--- src/rtl/corr_pkg.sv ---
// corr_pkg: shared FSM state type and default widths for the gated pulse counter
package corr_pkg;
  typedef enum logic [2:0] {IDLE, CLEAR, GATE, LATCH, WAIT_ACK} state_e;
  localparam int CNT_W_DEF  = 12;
  localparam int GATE_W_DEF = 26;
  localparam int GATE_MIN   = 1;
endpackage

--- src/rtl/corr_edge_sync.sv ---
// corr_edge_sync: 2-flop synchroniser plus registered rising-edge detector (3-cycle latency)
module corr_edge_sync (
  input  logic clki,
  input  logic rst,
  input  logic d_async,
  output logic rise_pulse
);
  logic s1_q, s2_q, s3_q, rise_q;
  always_ff @(posedge clki) begin
    if (rst) begin
      s1_q   <= 1'b0;
      s2_q   <= 1'b0;
      s3_q   <= 1'b0;
      rise_q <= 1'b0;
    end else begin
      s1_q   <= d_async;
      s2_q   <= s1_q;
      s3_q   <= s2_q;
      rise_q <= s2_q & ~s3_q;
    end
  end
  assign rise_pulse = rise_q;
endmodule

--- src/rtl/corr_gate_ctrl.sv ---
// corr_gate_ctrl: counts detector edges over a programmable gate and hands the result off with vld/ack
// Define CORR_SAT_EN for a saturating counter with the ovf flag; otherwise the count wraps.
module corr_gate_ctrl
  import corr_pkg::*;
#(
  parameter int CNT_W  = CNT_W_DEF,
  parameter int GATE_W = GATE_W_DEF
) (
  input  logic              clki,
  input  logic              rst,
  input  logic              start,
  input  logic              cont,
  input  logic [GATE_W-1:0] gate_len,
  input  logic              data_in,
  output logic              busy,
  output logic [CNT_W-1:0]  cnt_val,
  output logic              cnt_vld,
  input  logic              cnt_ack
`ifdef CORR_SAT_EN
  ,
  output logic              ovf
`endif
);
  state_e            state_q, state_d;
  logic [GATE_W-1:0] gate_q, gate_d;
  logic [CNT_W-1:0]  pcnt_q, pcnt_d, val_q, val_d;
  logic              vld_q, vld_d;
  logic              rise;
`ifdef CORR_SAT_EN
  logic              sat_q, sat_d, ovf_q, ovf_d;
  assign ovf = ovf_q;
`endif

  corr_edge_sync u_sync (
    .clki       (clki),
    .rst        (rst),
    .d_async    (data_in),
    .rise_pulse (rise)
  );

  assign busy    = state_q != IDLE;
  assign cnt_val = val_q;
  assign cnt_vld = vld_q;

  always_comb begin
    state_d = state_q;
    gate_d  = gate_q;
    pcnt_d  = pcnt_q;
    val_d   = val_q;
    vld_d   = vld_q;
`ifdef CORR_SAT_EN
    sat_d   = sat_q;
    ovf_d   = ovf_q;
`endif
    unique case (state_q)
      IDLE: state_d = start ? CLEAR : IDLE;
      CLEAR: begin
        pcnt_d  = '0;
        gate_d  = (gate_len == '0) ? GATE_W'(GATE_MIN) : gate_len;
        state_d = GATE;
`ifdef CORR_SAT_EN
        sat_d   = 1'b0;
        ovf_d   = 1'b0;
`endif
      end
      GATE: begin
        gate_d  = gate_q - GATE_W'(1);
        state_d = (gate_q == GATE_W'(GATE_MIN)) ? LATCH : GATE;
`ifdef CORR_SAT_EN
        if (rise) begin
          sat_d  = sat_q | (&pcnt_q);
          pcnt_d = (&pcnt_q) ? pcnt_q : pcnt_q + CNT_W'(1);
        end
`else
        if (rise) pcnt_d = pcnt_q + CNT_W'(1);
`endif
      end
      LATCH: begin
        val_d   = pcnt_q;
        vld_d   = 1'b1;
        state_d = WAIT_ACK;
`ifdef CORR_SAT_EN
        ovf_d   = sat_q;
`endif
      end
      WAIT_ACK: begin
        if (cnt_ack && vld_q) begin
          vld_d   = 1'b0;
          state_d = cont ? CLEAR : IDLE;
        end
      end
      default: state_d = IDLE;
    endcase
  end

  always_ff @(posedge clki) begin
    if (rst) begin
      state_q <= IDLE;
      gate_q  <= '0;
      pcnt_q  <= '0;
      val_q   <= '0;
      vld_q   <= 1'b0;
`ifdef CORR_SAT_EN
      sat_q   <= 1'b0;
      ovf_q   <= 1'b0;
`endif
    end else begin
      state_q <= state_d;
      gate_q  <= gate_d;
      pcnt_q  <= pcnt_d;
      val_q   <= val_d;
      vld_q   <= vld_d;
`ifdef CORR_SAT_EN
      sat_q   <= sat_d;
      ovf_q   <= ovf_d;
`endif
    end
  end
endmodule

--- config.mk ---
export PLATFORM = sky130hd
export DESIGN_NAME = corr_gate_ctrl
export DESIGN_NICKNAME = d
export VERILOG_FILES = /design/src/rtl/corr_pkg.sv /design/src/rtl/corr_edge_sync.sv /design/src/rtl/corr_gate_ctrl.sv
export SDC_FILE = /design/constraint.sdc
export NUM_CORES = 1
export LEC_CHECK = 0
export CAP_MARGIN = 30
export CORE_MARGIN = 2
export CORE_UTILIZATION = 35
export DETAILED_ROUTE_END_ITERATION = 8
export GPL_ROUTABILITY_DRIVEN = 0
export SLEW_MARGIN = 0
export SYNTH_ARGS = -nofsm -noshare
export SYNTH_HDL_FRONTEND = slang
export SYNTH_HIERARCHICAL = 1
export SYNTH_SLANG_ARGS = --single-unit
--- constraint.sdc ---
create_clock -name clki -period 3.41 [get_ports clki]
set_input_delay 0.682 -clock clki [delete_from_list [all_inputs] [get_ports clki]]
set_output_delay 0.682 -clock clki [all_outputs]
set_load 0.02 [all_outputs]
==> flow_metrics.py <==
metrics = {
    "cts": {
        "cts_made_buffers": 9,
        "clk_latency_ps": 340,
        "post_cts_buffers": 0,
        "clock-sinks": 58,
        "clk_pin_slew_ps": 70,
        "clk_path_buf_depth": 2,
        "cts_htree_levels": 3,
        "cts_tree": "built",
        "cts_resized": 0,
        "cts_hold_buf": 0,
        "cts_root_buffer": "clkbuf_8",
    },
    "synth": {
        "synth_edf_count": 0,
        "synth_warnings": 6,
        "ys_seq_area_share_pct": 39.3,
        "synthArstFlopShare_pct": 0,
        "synthFlopType": "dfxtp_1",
        "syn_avg_cell_area_um2": 8.19,
        "synth.top_cell.area_share_pct": 39.3,
        "synth_cells": 361,
        "synth_fp_nets": 396,
        "synth_cell_types": 53,
        "yosys-top-cells-area": "dfxtp_1 39%, nand2_1 7.5%, a21oi_1 6.9%",
        "synth.largest_area_cell": "dfxtp_1",
        "ys_ff_latch": 58,
        "netlist_area_mm2": 0.00296,
    },
    "floorplan": {
        "die_area_mm2": 0.00920,
        "fp.dieH_um": 95.9,
        "io_pins": 46,
        "coreArea_mm2": 0.00822,
        "die_w_um": 95.9,
        "fp-row-count": 33,
        "start_util_pct": 36.0,
    },
    "timing": {
        "max_slew.worst_pin.slew_ps": 922,
        "fin_crit_ps": 2460,
        "fin_crit_sh_pct": 72.2,
        "holdWs_ps": 412,
        "final.setup.tns_ps": 0,
        "finalMaxSlewViolations": 0,
        "setup_viol": 0,
        "clock_skew_ps": 5.71,
        "rsz0062_at_grt": "false",
        "relSlewSlack_pct": 38.5,
        "max_freq_ghz": 0.406,
        "hold_viol_final": 0,
    },
    "critical_path": {
        "r2r_setup_slack_ps": 1190,
        "worstRegToRegCells": 4,
        "critPathMaxFanout": 13,
        "worstPathArrival_ps": 1780,
        "worst-setup-path-type": "flip-flop to output port",
        "cpPeakStageDelay_ps": 540,
        "worst_path_max_delay_cell": "clkdlybuf4s50_1",
        "worst-endpoint-required_ps": 2730,
        "end_kind": "output port",
        "critical_path.cell_chain": "or3_1 > clkdlybuf4s50_1",
        "critPathLaunchType": "flip-flop",
    },
    "global_route": {
        "grt_remaining_overflow": 0,
        "grt_pass1_wl_mm": 12.2,
        "grt_pass1_vias": 2557,
        "antenna_found_initial": 0,
        "grt_usage_pct": 17.3,
        "grt_start_max_net_pins": 28,
    },
    "cells_and_area": {
        "drive_gt1_share_pct": 10.1,
        "diodes": 0,
        "syn_to_final_growth_pct": 25.0,
        "final_common_cell": "nand2_1",
        "final_net_count": 436,
        "final_cell_mix": "59 x nand2_1, 58 x dfxtp_1, 45 x clkdlybuf4s50_1",
        "nFillCells": 836,
    },
    "routing": {
        "dr.first_iter.drc_count": 162,
        "vias_per_cell": 5.42,
        "drt_wl_total_mm": 7.38,
        "wl_per_cell_um": 14.5,
        "ant_nets": 0,
        "via_count": 2772,
        "drc": 0,
        "drt-pass1-iter-count": 4,
    },
    "placed_design": {
        "dp_hpwl_mm": 5.29,
        "place.port_buffers": 45,
    },
    "hold_path": {
        "hold_depth": 1,
        "hold_class": "flip-flop to flip-flop",
    },
    "run": {
        "drv_cap": 0,
    },
    "pwr": {
        "p_leak_uw": 0.00122,
        "peakVddDrop_mv": 0.275,
        "p_per_area_mw_per_mm2": 516,
    },
    "run_status": {
        "status": "finished, final reports clean",
    },
}
==> through the flow <==
step           utilization (%)  setup WS, ps  power [uW]  cells  cell area [um2]
5_1_grt                   45.0           866        2020    511             3690
6_report                  45.0           947        1910    511             3690
4_1_cts                   45.0           928        1930    511             3690
3_3_place_gp              42.5           896        1270    495             3490
2_1_floorplan                -          1520        1140    361             2960
3_5_place_dp              42.5           906        1280    495             3490
==> logic make-up after synthesis <==
family | synth area share [%]
adder cells (fa/ha/maj) | 1.27
AND/OR/NAND/NOR | 33.1
XOR/XNOR | 3.55
flip-flops | 39.3
multiplexers | 2.20
buffers and inverters | 3.26
AO/OA/AOI/OAI | 17.4
==> cell type report <==
type                    count  area [um2]  share of cell area (%)
clock buffers              10         138                    3.73
clock inverters             6        66.3                    1.79
inverters                   5        18.8                   0.508
multi-input cells         278        1700                    46.0
flip-flops and latches     58        1160                    31.4
well taps                 105         131                    3.56
repair buffers             49         480                    13.0
==> final timing paths <==
| kind | end | startpoint |
|---|---|---|
| max | busy | state_q[2] |
| max reg2reg | gate_q[13] | state_q[0] |
| min | u_sync/rise_pulse | u_sync/s3_q |
| min reg2reg | u_sync/rise_pulse | u_sync/s3_q |
==> synthesized netlist by cell type (3+ instances only) <==
cell / instances
xnor2_1: 4
nor4_4: 4
nand4_1: 6
a211oi_1: 5
inv_1: 5
nor4_1: 12
nor2_1: 34
nor2b_1: 4
nand3b_1: 5
mux2_2: 4
a31oi_1: 9
clkbuf_1: 17
a21oi_1: 41
ha_1: 3
nand2_1: 59
o211ai_1: 4
nor3_1: 5
dfxtp_1: 58
xor2_1: 8
a22oi_1: 3
o21ai_0: 6
or3_1: 7
nand3_1: 17
==> metal layers <==
layer / vias up / share of wire, % / GRT usage, %
met1: 1298 / 45 / 21.4
met4: 0 / 1.6 / 5.95
met3: 9 / 5.3 / 5.17
met5: - / 0 / 0
met2: 83 / 48 / 28.6
li1: 1382 / - / -
==> power by group <==
part / internal (uW) / switching [uW] / total [uW]
Sequential: 723 / 67.6 / 790
Combinational: 206 / 267 / 473
Clock: 356 / 288 / 645
==> state kept, by name (all words and copies together), names as in the netlist <==
signal             count
u_sync/rise_pulse      1
u_sync/s3_q            1
u_sync/s2_q            1
u_sync/s1_q            1
pcnt_q                12
gate_q                26
state_q                3
cnt_vld                1
cnt_val               12
==> critical path, delay by kind of cell, from the launching register on <==
kind / cells / cell delay, ps
DFF: 1 / 460
buffers and inverters: 1 / 540
and+or+nand+nor: 1 / 440
Power figures use the tool's default switching activity.
